==> config.mk <==
export PLATFORM = sky130hd
export DESIGN_NAME = cache_sram_arbiter
export DESIGN_NICKNAME = d
export VERILOG_FILES = /design/src/rtl/cache_sram_arbiter_pkg.sv /design/src/rtl/cache_sram_arbiter_owner_fifo.sv /design/src/rtl/cache_sram_arbiter.sv
export SDC_FILE = /design/constraint.sdc
export NUM_CORES = 1
export LEC_CHECK = 0
export CORE_AREA = 5 5 118 120
export DETAILED_ROUTE_END_ITERATION = 6
export DIE_AREA = 0 0 123 125
export SLEW_MARGIN = 20
export SYNTH_ARGS = -nofsm -noshare
export SYNTH_HDL_FRONTEND = slang
export SYNTH_SLANG_ARGS = --single-unit
export TNS_END_PERCENT = 50
==> constraint.sdc <==
create_clock -name clk -period 2.3 [get_ports clk]
set_input_delay 0.46 -clock clk [delete_from_list [all_inputs] [get_ports clk]]
set_output_delay 0.46 -clock clk [all_outputs]
set_load 0.05 [all_outputs]
==> src/rtl/cache_sram_arbiter_pkg.sv <==
// Shared definitions for the cache-to-sram arbiter.
// Holds owner ids for the in-order owner FIFO, sram-like size encodings
// and the packed command bundle that is muxed toward the bridge.
package cache_sram_arbiter_pkg;

  // Owner id stored per accepted transaction
  localparam logic OWNER_INST = 1'b0;
  localparam logic OWNER_DATA = 1'b1;

  // sram-like transfer size encodings
  localparam logic [1:0] SIZE_BYTE = 2'b00;
  localparam logic [1:0] SIZE_HALF = 2'b01;
  localparam logic [1:0] SIZE_WORD = 2'b10;

  // Request fields forwarded from the grantee to the bridge
  typedef struct packed {
    logic        wr;
    logic [1:0]  size;
    logic [31:0] addr;
    logic [31:0] wdata;
  } sram_cmd_t;

endpackage

==> src/rtl/cache_sram_arbiter_owner_fifo.sv <==
// Owner FIFO: 1-bit wide, DEPTH entries, records who owns each accepted
// transaction so data_ok can be routed back in acceptance order.
// Ports: i_push/i_din enqueue, i_pop dequeue, o_full/o_empty status, o_head = oldest owner.
// A push while full is accepted only when a pop happens in the same cycle.
module cache_sram_arbiter_owner_fifo #(
  parameter int DEPTH = 2
) (
  input  logic clk,
  input  logic rst,
  input  logic i_push,
  input  logic i_din,
  input  logic i_pop,
  output logic o_full,
  output logic o_empty,
  output logic o_head
);

  localparam int PTR_W = (DEPTH > 1) ? $clog2(DEPTH) : 1;
  localparam int CNT_W = $clog2(DEPTH + 1);

  logic [DEPTH-1:0] r_mem;
  logic [PTR_W-1:0] r_wr_ptr;
  logic [PTR_W-1:0] r_rd_ptr;
  logic [CNT_W-1:0] r_count;
  logic             w_push_ok;
  logic             w_pop_ok;

  function automatic logic [PTR_W-1:0] next_ptr(input logic [PTR_W-1:0] p);
    return (p == PTR_W'(DEPTH - 1)) ? '0 : p + PTR_W'(1);
  endfunction

  assign o_full    = (r_count == CNT_W'(DEPTH));
  assign o_empty   = (r_count == '0);
  assign o_head    = r_mem[r_rd_ptr];
  assign w_pop_ok  = i_pop & ~o_empty;
  assign w_push_ok = i_push & (~o_full | w_pop_ok);

  always_ff @(posedge clk or posedge rst) begin
    if (rst) begin
      r_mem    <= '0;
      r_wr_ptr <= '0;
      r_rd_ptr <= '0;
      r_count  <= '0;
    end else begin
      if (w_push_ok) begin
        r_mem[r_wr_ptr] <= i_din;
        r_wr_ptr        <= next_ptr(r_wr_ptr);
      end
      if (w_pop_ok) r_rd_ptr <= next_ptr(r_rd_ptr);
      case ({w_push_ok, w_pop_ok})
        2'b10:   r_count <= r_count + CNT_W'(1);
        2'b01:   r_count <= r_count - CNT_W'(1);
        default: r_count <= r_count;
      endcase
    end
  end

endmodule

==> src/rtl/cache_sram_arbiter.sv <==
// Arbiter sharing one sram-like bridge port between inst-cache and data-cache.
// Ports: inst_* / data_* requester sides, sram_* bridge side, proto_err sticky flag.
// Grant is combinational; data wins unless inst has waited STARVE_LIMIT data grants.
module cache_sram_arbiter
  import cache_sram_arbiter_pkg::*;
#(
  parameter int MAX_OUTSTANDING = 2,
  parameter int STARVE_LIMIT    = 4
) (
  input  logic        clk,
  input  logic        rst,
  input  logic        inst_req,
  input  logic        inst_wr,
  input  logic [1:0]  inst_size,
  input  logic [31:0] inst_addr,
  input  logic [31:0] inst_wdata,
  output logic [31:0] inst_rdata,
  output logic        inst_addr_ok,
  output logic        inst_data_ok,
  input  logic        data_req,
  input  logic        data_wr,
  input  logic [1:0]  data_size,
  input  logic [31:0] data_addr,
  input  logic [31:0] data_wdata,
  output logic [31:0] data_rdata,
  output logic        data_addr_ok,
  output logic        data_data_ok,
  output logic        sram_req,
  output logic        sram_wr,
  output logic [1:0]  sram_size,
  output logic [31:0] sram_addr,
  output logic [31:0] sram_wdata,
  input  logic [31:0] sram_rdata,
  input  logic        sram_addr_ok,
  input  logic        sram_data_ok,
  output logic        proto_err
);

  localparam int SC_W = $clog2(STARVE_LIMIT + 1);

  logic            r_lock_vld;
  logic            r_lock_owner;
  logic [SC_W-1:0] r_starve_cnt;
  logic            r_proto_err;

  logic            w_grant;
  logic            w_grant_req;
  logic            w_starved;
  logic            w_fifo_full;
  logic            w_fifo_empty;
  logic            w_fifo_head;
  logic            w_pop;
  logic            w_blocked;
  logic            w_hs;
  sram_cmd_t       w_cmd;

  assign w_starved = (r_starve_cnt == SC_W'(STARVE_LIMIT));

  always_comb begin
    w_grant     = OWNER_DATA;
    w_grant_req = 1'b0;
    if (r_lock_vld) begin
      // An issued request must not be swapped out before the bridge takes it
      w_grant     = r_lock_owner;
      w_grant_req = (r_lock_owner == OWNER_INST) ? inst_req : data_req;
    end else if (w_starved && inst_req) begin
      w_grant     = OWNER_INST;
      w_grant_req = 1'b1;
    end else if (data_req) begin
      w_grant     = OWNER_DATA;
      w_grant_req = 1'b1;
    end else if (inst_req) begin
      w_grant     = OWNER_INST;
      w_grant_req = 1'b1;
    end
  end

  assign w_cmd = (w_grant == OWNER_INST) ?
                 sram_cmd_t'{wr: inst_wr, size: inst_size, addr: inst_addr, wdata: inst_wdata} :
                 sram_cmd_t'{wr: data_wr, size: data_size, addr: data_addr, wdata: data_wdata};

  assign w_pop = sram_data_ok & ~w_fifo_empty;
  // A full FIFO still accepts a new address in the cycle its head is popped
  assign w_blocked = w_fifo_full & ~w_pop;

  assign sram_req   = w_grant_req & ~w_blocked & ~rst;
  assign sram_wr    = w_cmd.wr;
  assign sram_size  = w_cmd.size;
  assign sram_addr  = w_cmd.addr;
  assign sram_wdata = w_cmd.wdata;
  assign w_hs       = sram_req & sram_addr_ok;

  assign inst_addr_ok = w_hs & (w_grant == OWNER_INST);
  assign data_addr_ok = w_hs & (w_grant == OWNER_DATA);
  assign inst_data_ok = w_pop & (w_fifo_head == OWNER_INST) & ~rst;
  assign data_data_ok = w_pop & (w_fifo_head == OWNER_DATA) & ~rst;
  assign inst_rdata   = sram_rdata;
  assign data_rdata   = sram_rdata;
  assign proto_err    = r_proto_err;

  cache_sram_arbiter_owner_fifo #(
    .DEPTH (MAX_OUTSTANDING)
  ) u_owner_fifo (
    .clk     (clk),
    .rst     (rst),
    .i_push  (w_hs),
    .i_din   (w_grant),
    .i_pop   (w_pop),
    .o_full  (w_fifo_full),
    .o_empty (w_fifo_empty),
    .o_head  (w_fifo_head)
  );

  always_ff @(posedge clk or posedge rst) begin
    if (rst) begin
      r_lock_vld   <= 1'b0;
      r_lock_owner <= OWNER_INST;
      r_starve_cnt <= '0;
      r_proto_err  <= 1'b0;
    end else begin
      // Blocked-by-full cycles have sram_req=0 and leave the lock alone
      if (w_hs) begin
        r_lock_vld <= 1'b0;
      end else if (sram_req) begin
        r_lock_vld   <= 1'b1;
        r_lock_owner <= w_grant;
      end

      if (!inst_req || inst_addr_ok) begin
        r_starve_cnt <= '0;
      end else if (data_addr_ok && !w_starved) begin
        r_starve_cnt <= r_starve_cnt + SC_W'(1);
      end

      if (sram_data_ok && w_fifo_empty) r_proto_err <= 1'b1;
    end
  end

endmodule

# --- Word-level counts from Yosys, hierarchy flattened ---
# Index checks and enable logic that the tools add are counted.
word_totals:
  reg_bits: 12
  latch_bits: 0
  mem_bits_rw: 0
  romBits: 0
  output_inout_bits: 137
  word_cells: 76
  n_memories: 0
classes:
  add_sub_neg: 5
  n_mul: 0
  div_mod_pow: 0
  magnitude_cmp: 3
  eq_ne: 4
  shifts: 0
  n_mux: 22
  bitwise_logic: 22
  n_reduce_logical: 12
op_table:
  columns: ["op", "count"]
  rows:
  - ["two-way mux 67 bit", 1]
  - ["two-way mux 1 bit", 16]
  - ["AND 1 bit", 13]
  - ["NOT 1 bit", 8]
  - ["two-way mux 3 bit", 2]
  - ["nonzero test 2 bit", 3]
  - ["equality test 2 bit, second input constant", 2]
  - ["logical AND 1 bit", 4]
  - ["< comparator 1 x 2 -> 1 bit, second input constant", 2]
  - ["one-hot mux 2 bit (2 select lines)", 1]
  - ["adder 3 x 1 -> 3 bit, second input constant", 1]
  - ["equality test 3 bit, second input constant", 1]
  - ["adder 1 bit, second input constant", 2]
  - ["adder 2 x 1 -> 2 bit, second input constant", 1]
  - ["bitwise mux 2 bit", 1]
  - ["equality test 2 x 1 -> 1 bit, second input constant", 1]
  - ["logical NOT 1 bit", 2]
  - ["logical NOT 2 bit", 1]
  - ["AND reduction 2 bit", 1]
  - ["subtractor 2 x 1 -> 2 bit, second input constant", 1]
  - ["demux 1 bit (select 1 bit)", 1]
  - ["greater-or-equal comparator 1 bit, second input constant", 1]
  - ["logical OR 1 bit", 1]
  - ["bitwise OR 1 bit", 1]

# --- Longest topological paths before layout ---
logic_depth:
  depth_word: 13
  mapped_depth: 8
  depth_no_buf: 7

# --- Hierarchy ---
# From an unflattened synthesis, not the netlist that was laid out.
hier_totals:
  hier_cells: 356
  hier_area_um2: 2006.9
by_module_without_submodules:
  columns: ["module", "instances", "cells_each", "area_each_um2"]
  rows:
  - ["cache_sram_arbiter", 1, 326, 1689.1]
  - ["cache_sram_arbiter_owner_fifo", 1, 30, 317.8]

# --- Worst setup path after synthesis ---
# OpenSTA, ideal clock, no wires.
synth_timing:
  path_type: "register to output"
  startpoint: "register r_lock_vld"
  endpoint: "output port sram_req"
  arrival_time_ns: 2.223
  setup_slack_ns: -0.383
  path_stages_with_launch: 4
  n_path_buf: 0
  path_cell_list: "dfrtp_1 nand2b_1 a21oi_1 nor4_1"
synth_between:
  elab_chain_len: 3
synth_lines:
  columns: ["element", "line_no", "rtl"]
  rows:
  - ["start, declared", "cache_sram_arbiter.sv:41", "logic r_lock_vld;"]
  - ["start signal, assigned", "cache_sram_arbiter.sv:116", "r_lock_vld <= 1'b0;"]
  - ["start signal, assigned", "cache_sram_arbiter.sv:123", "r_lock_vld <= 1'b0;"]
  - ["start signal, assigned", "cache_sram_arbiter.sv:125", "r_lock_vld <= 1'b1;"]
  - ["two-way mux 1 bit", "cache_sram_arbiter.sv:62", "if (r_lock_vld) begin"]
  - ["AND 1 bit (2 in a row)", "cache_sram_arbiter.sv:86", "assign sram_req = w_grant_req & ~w_blocked & ~rst;"]
  - ["end, declared", "cache_sram_arbiter.sv:28", "output logic sram_req,"]
# Every way passes these cells.

# --- Final worst setup path ---
layout_timing:
  startpoint: "register r_starve_cnt[0]"
  endpoint: "output port sram_wdata[24]"
layout_between:
  elab_chain_len: 5
layout_lines:
  columns: ["element", "line_no", "rtl"]
  rows:
  - ["start, declared", "cache_sram_arbiter.sv:43", "logic [SC_W-1:0] r_starve_cnt;"]
  - ["start signal, assigned", "cache_sram_arbiter.sv:132", "r_starve_cnt <= r_starve_cnt + SC_W'(1);"]
  - ["equality test 3 bit", "cache_sram_arbiter.sv:57", "assign w_starved = (r_starve_cnt == SC_W'(STARVE_LIMIT));"]
  - ["logical AND 1 bit", "cache_sram_arbiter.sv:66", "end else if (w_starved && inst_req) begin"]
  - ["two-way mux 1 bit", "cache_sram_arbiter.sv:66", null]
  - ["two-way mux 1 bit", "cache_sram_arbiter.sv:62", null]
  - ["two-way mux 67 bit", "cache_sram_arbiter.sv:78", "assign w_cmd = (w_grant == OWNER_INST) ?"]
  - ["end, declared", "cache_sram_arbiter.sv:32", "output logic [31:0] sram_wdata,"]
# Every way passes these cells.

==> flow_metrics.tcl <==
set metrics [dict create \
    relSlewSlack_pct 66.7 \
    hold_path.class "flop to flop" \
    yosysMostFrequentCell "buf_4" \
    synth_area_um2 1990 \
    period_share_pct 109 \
    antenna_found_initial 0 \
    syn_avg_cell_area_um2 9.51 \
    initial_core_util_pct 15.4 \
    std_cell_rows 42 \
    clock_skew_ns 0.00186 \
    drv_slew 0 \
    crit_arrival_ns 2.05 \
    drt-initial-drc-count 64 \
    grt_first_pass_wirelength_um 16700 \
    grt_usage_pct 14.5 \
    cts_tree "yes" \
    diodes 0 \
    first_global_vias 2461 \
    cts-buffers-inserted 3 \
    hold_viol 0 \
    final_area_um2 4590 \
    syn_nets 384 \
    drt_first_pass_iters 4 \
    setup_viol_count_final 67 \
    ys_seq_area_share_pct 15.1 \
    dpl.hpwl_um 9520 \
    ir_worst_vdd_uv 512 \
    synthCells 209 \
    fill_cells 1313 \
    dieWidth_um 123 \
    synth_cell_type_count 30 \
    post_dp_cell_area_um2 3850 \
    cp-start-kind "flop" \
    area.growth.synth_to_final_pct 131 \
    crit_path_max_fanout 5 \
    rsz0062_at_grt "true" \
    synthDominantCellAreaShare_pct 37.9 \
    reg2reg_to "u_owner_fifo.r_count[1]" \
    pwr-share-clk_pct 6.8 \
    internal-power_w 0.00263 \
    critPathKind "flop to primary output" \
    grt_max_degree 22 \
    yosys_warnings 0 \
    synth_common_cells "buf_4 (71), mux2_2 (67), dfrtp_1 (12), inv_1 (7), nor2_1 (7)" \
    maxCapViolations 0 \
    ctsRootBufferMaster "clkbuf_16" \
    swShare_pct 49.2 \
    place_congestion 0.809 \
    netSwitchingPower_w 0.00254 \
    drc_errors 0 \
    yosysTopAreaCell "mux2_2" \
    ant_nets 0 \
    cts_max_level 1 \
    max_freq_mhz 398 \
    worstPathRequired_ns 1.84 \
    routed_via_density 3.97 \
    cts.clk_slew.worst_paths_ns 0.04 \
    synthFlopType "dfrtp_1" \
    clock-sinks 12 \
    fin_nets 561 \
    fp.dieH_um 125 \
    vias 2225 \
    async_reset_ff_share_pct 100 \
    io_buffers 212 \
    min_to "proto_err" \
    num_io_pins 309 \
    tightest_slew_ns 0.498 \
    hold_buffers 0 \
    synth.ff_latch_count 12 \
    outcome "complete, but fails checks" \
    synthTopCellsByArea "mux2_2 (38%), buf_4 (27%), dfrtp_1 (15%), ha_1 (1.9%), xnor2_1 (1.8%)" \
    drive_gt1_share_pct 48.6 \
    cts_buffer_depth 2 \
    synth_edf_count 0 \
    core-area_um2 12900 \
    end_kind "primary output" \
    whs_path_depth 1 \
    pwr-share-seq_pct 7.0 \
    hold_start "proto_err" \
    period_needed_ns 2.51 \
    failed_checks "setup timing" \
    setup_slack_ns -0.214 \
    routed_wl_um 12300 \
    r2r_setup_slack_ns 0.31 \
    power.static_leakage_nw 1.95 \
    clkLatencyLatePin_ns 0.24 \
    whs_ns 0.457 \
    powerDensity_nw_per_um2 1130 \
    die-area_um2 15400 \
    worstReg2RegStart "r_lock_vld" \
    wire_per_inst_um 21.9 \
    grt_overflow 0 \
    worst-r2r-cell-count 7 \
    combPwrFrac_pct 86.2 \
]
## layout by cell type, fill, tap and decap left out, types with 2 or more instances in the layout
master             n
o21ai_0            2
ha_1               2
mux2i_1            2
buf_8             18
buf_16             5
o22ai_1            2
buf_6             24
clkdlybuf4s50_1  137
inv_1              5
dlygate4sd2_1      3
nor2_1             6
mux2_2            34
o31ai_2            2
buf_12            11
dfrtp_1           12
o41ai_1            2
nor3_1             2
o21a_1             2
inv_2              2
clkbuf_16          4
nand2b_1           2
buf_4             45
mux2_4            33
xnor2_1            4
nand2_1            6
## power groups by stage
| stage | Sequential, W | Combinational (W) | Clock [W] |
|---|---|---|---|
| 3_5_place_dp | 0.000362 | 0.00352 | 0 |
| 6_report | 0.000361 | 0.00446 | 0.000351 |
| 5_1_grt | 0.000373 | 0.00463 | 0.000377 |
| 4_1_cts | 0.000360 | 0.00433 | 0.000361 |
| 2_1_floorplan | 0.000344 | 0.00262 | 0 |
| 3_3_place_gp | 0.000359 | 0.00351 | 0 |
## how the worst max path moves through the flow
stage                      to  depth (start not counted)  slack [ns]            start
4_1_cts         sram_addr[18]                         10       -0.21  r_starve_cnt[1]
3_5_place_dp    sram_addr[28]                          6       -0.36         data_req
3_3_place_gp    sram_addr[28]                          6       -0.36         data_req
2_1_floorplan    data_addr_ok                          5       -0.27              rst
5_1_grt        sram_wdata[11]                         10       -0.28  r_starve_cnt[0]
6_report       sram_wdata[24]                         10       -0.21  r_starve_cnt[0]
## metrics by stage
step | utilization (%) | power [W] | setup slack [ns] | setup TNS [ns] | std cells
floorplan | - | 0.00296 | -0.273 | -0.335 | 209
global placement | 29.9 | 0.00387 | -0.362 | -20.63 | 540
detailed placement | 29.9 | 0.00389 | -0.362 | -20.48 | 540
CTS | 34.5 | 0.00505 | -0.215 | -10.08 | 557
global route | 35.6 | 0.00538 | -0.282 | -14.59 | 561
finish | 35.6 | 0.00517 | -0.214 | -9.70 | 561
## critical path, cell delays in order (launching register included)
cell	delay, ns
dfrtp_1	0.36
inv_2	0.06
ha_4	0.16
a21boi_4	0.16
o21ai_4	0.07
buf_6	0.13
buf_12	0.12
buf_12	0.14
buf_16	0.14
mux2_4	0.31
buf_8	0.15
## cell type report
type	instances	area, um^2	share of cell area [%]
Clock buffer	4	88.8	1.94
Inverter	7	26.3	0.573
Multi-Input combinational cell	118	1290	28.2
Sequential cell	12	300	6.54
Tap cell	176	220	4.80
Timing Repair Buffer	244	2660	57.9
## logic make-up (layout without fill, tap and decap cells)
family / Yosys count / count (layout) / share of synthesized area (%)
simple gates: 26 / 26 / 7.24
xor+xnor: 5 / 5 / 2.20
fa+ha+maj: 3 / 3 / 1.89
compound gates: 15 / 15 / 5.92
flops: 12 / 12 / 15.1
mux: 69 / 69 / 39.0
buf+inv: 79 / 255 / 28.7
## sequential cells by signal, summed over array words and instances (netlist names)
signal / flops
proto_err: 1
r_lock_owner: 1
r_lock_vld: 1
r_starve_cnt: 3
u_owner_fifo.r_count: 2
u_owner_fifo.r_mem: 2
u_owner_fifo.r_rd_ptr: 1
u_owner_fifo.r_wr_ptr: 1
## timing repair
action                                  CTS  global route
pin swaps                                 4             1
buffers inserted                          8             3
gates cloned                              5             1
resized for setup                        83            27
endpoints found under the setup margin   70            68
## layer usage
layer | GRT usage, % | wire length, um | up-vias
li1 | - | - | 1017
met1 | 16.3 | 4480 | 1039
met2 | 26.0 | 6150 | 151
met3 | 5.92 | 1500 | 18
met4 | 2.67 | 139 | 0
met5 | 0 | 0 | -
Power figures use the tool's default switching activity.
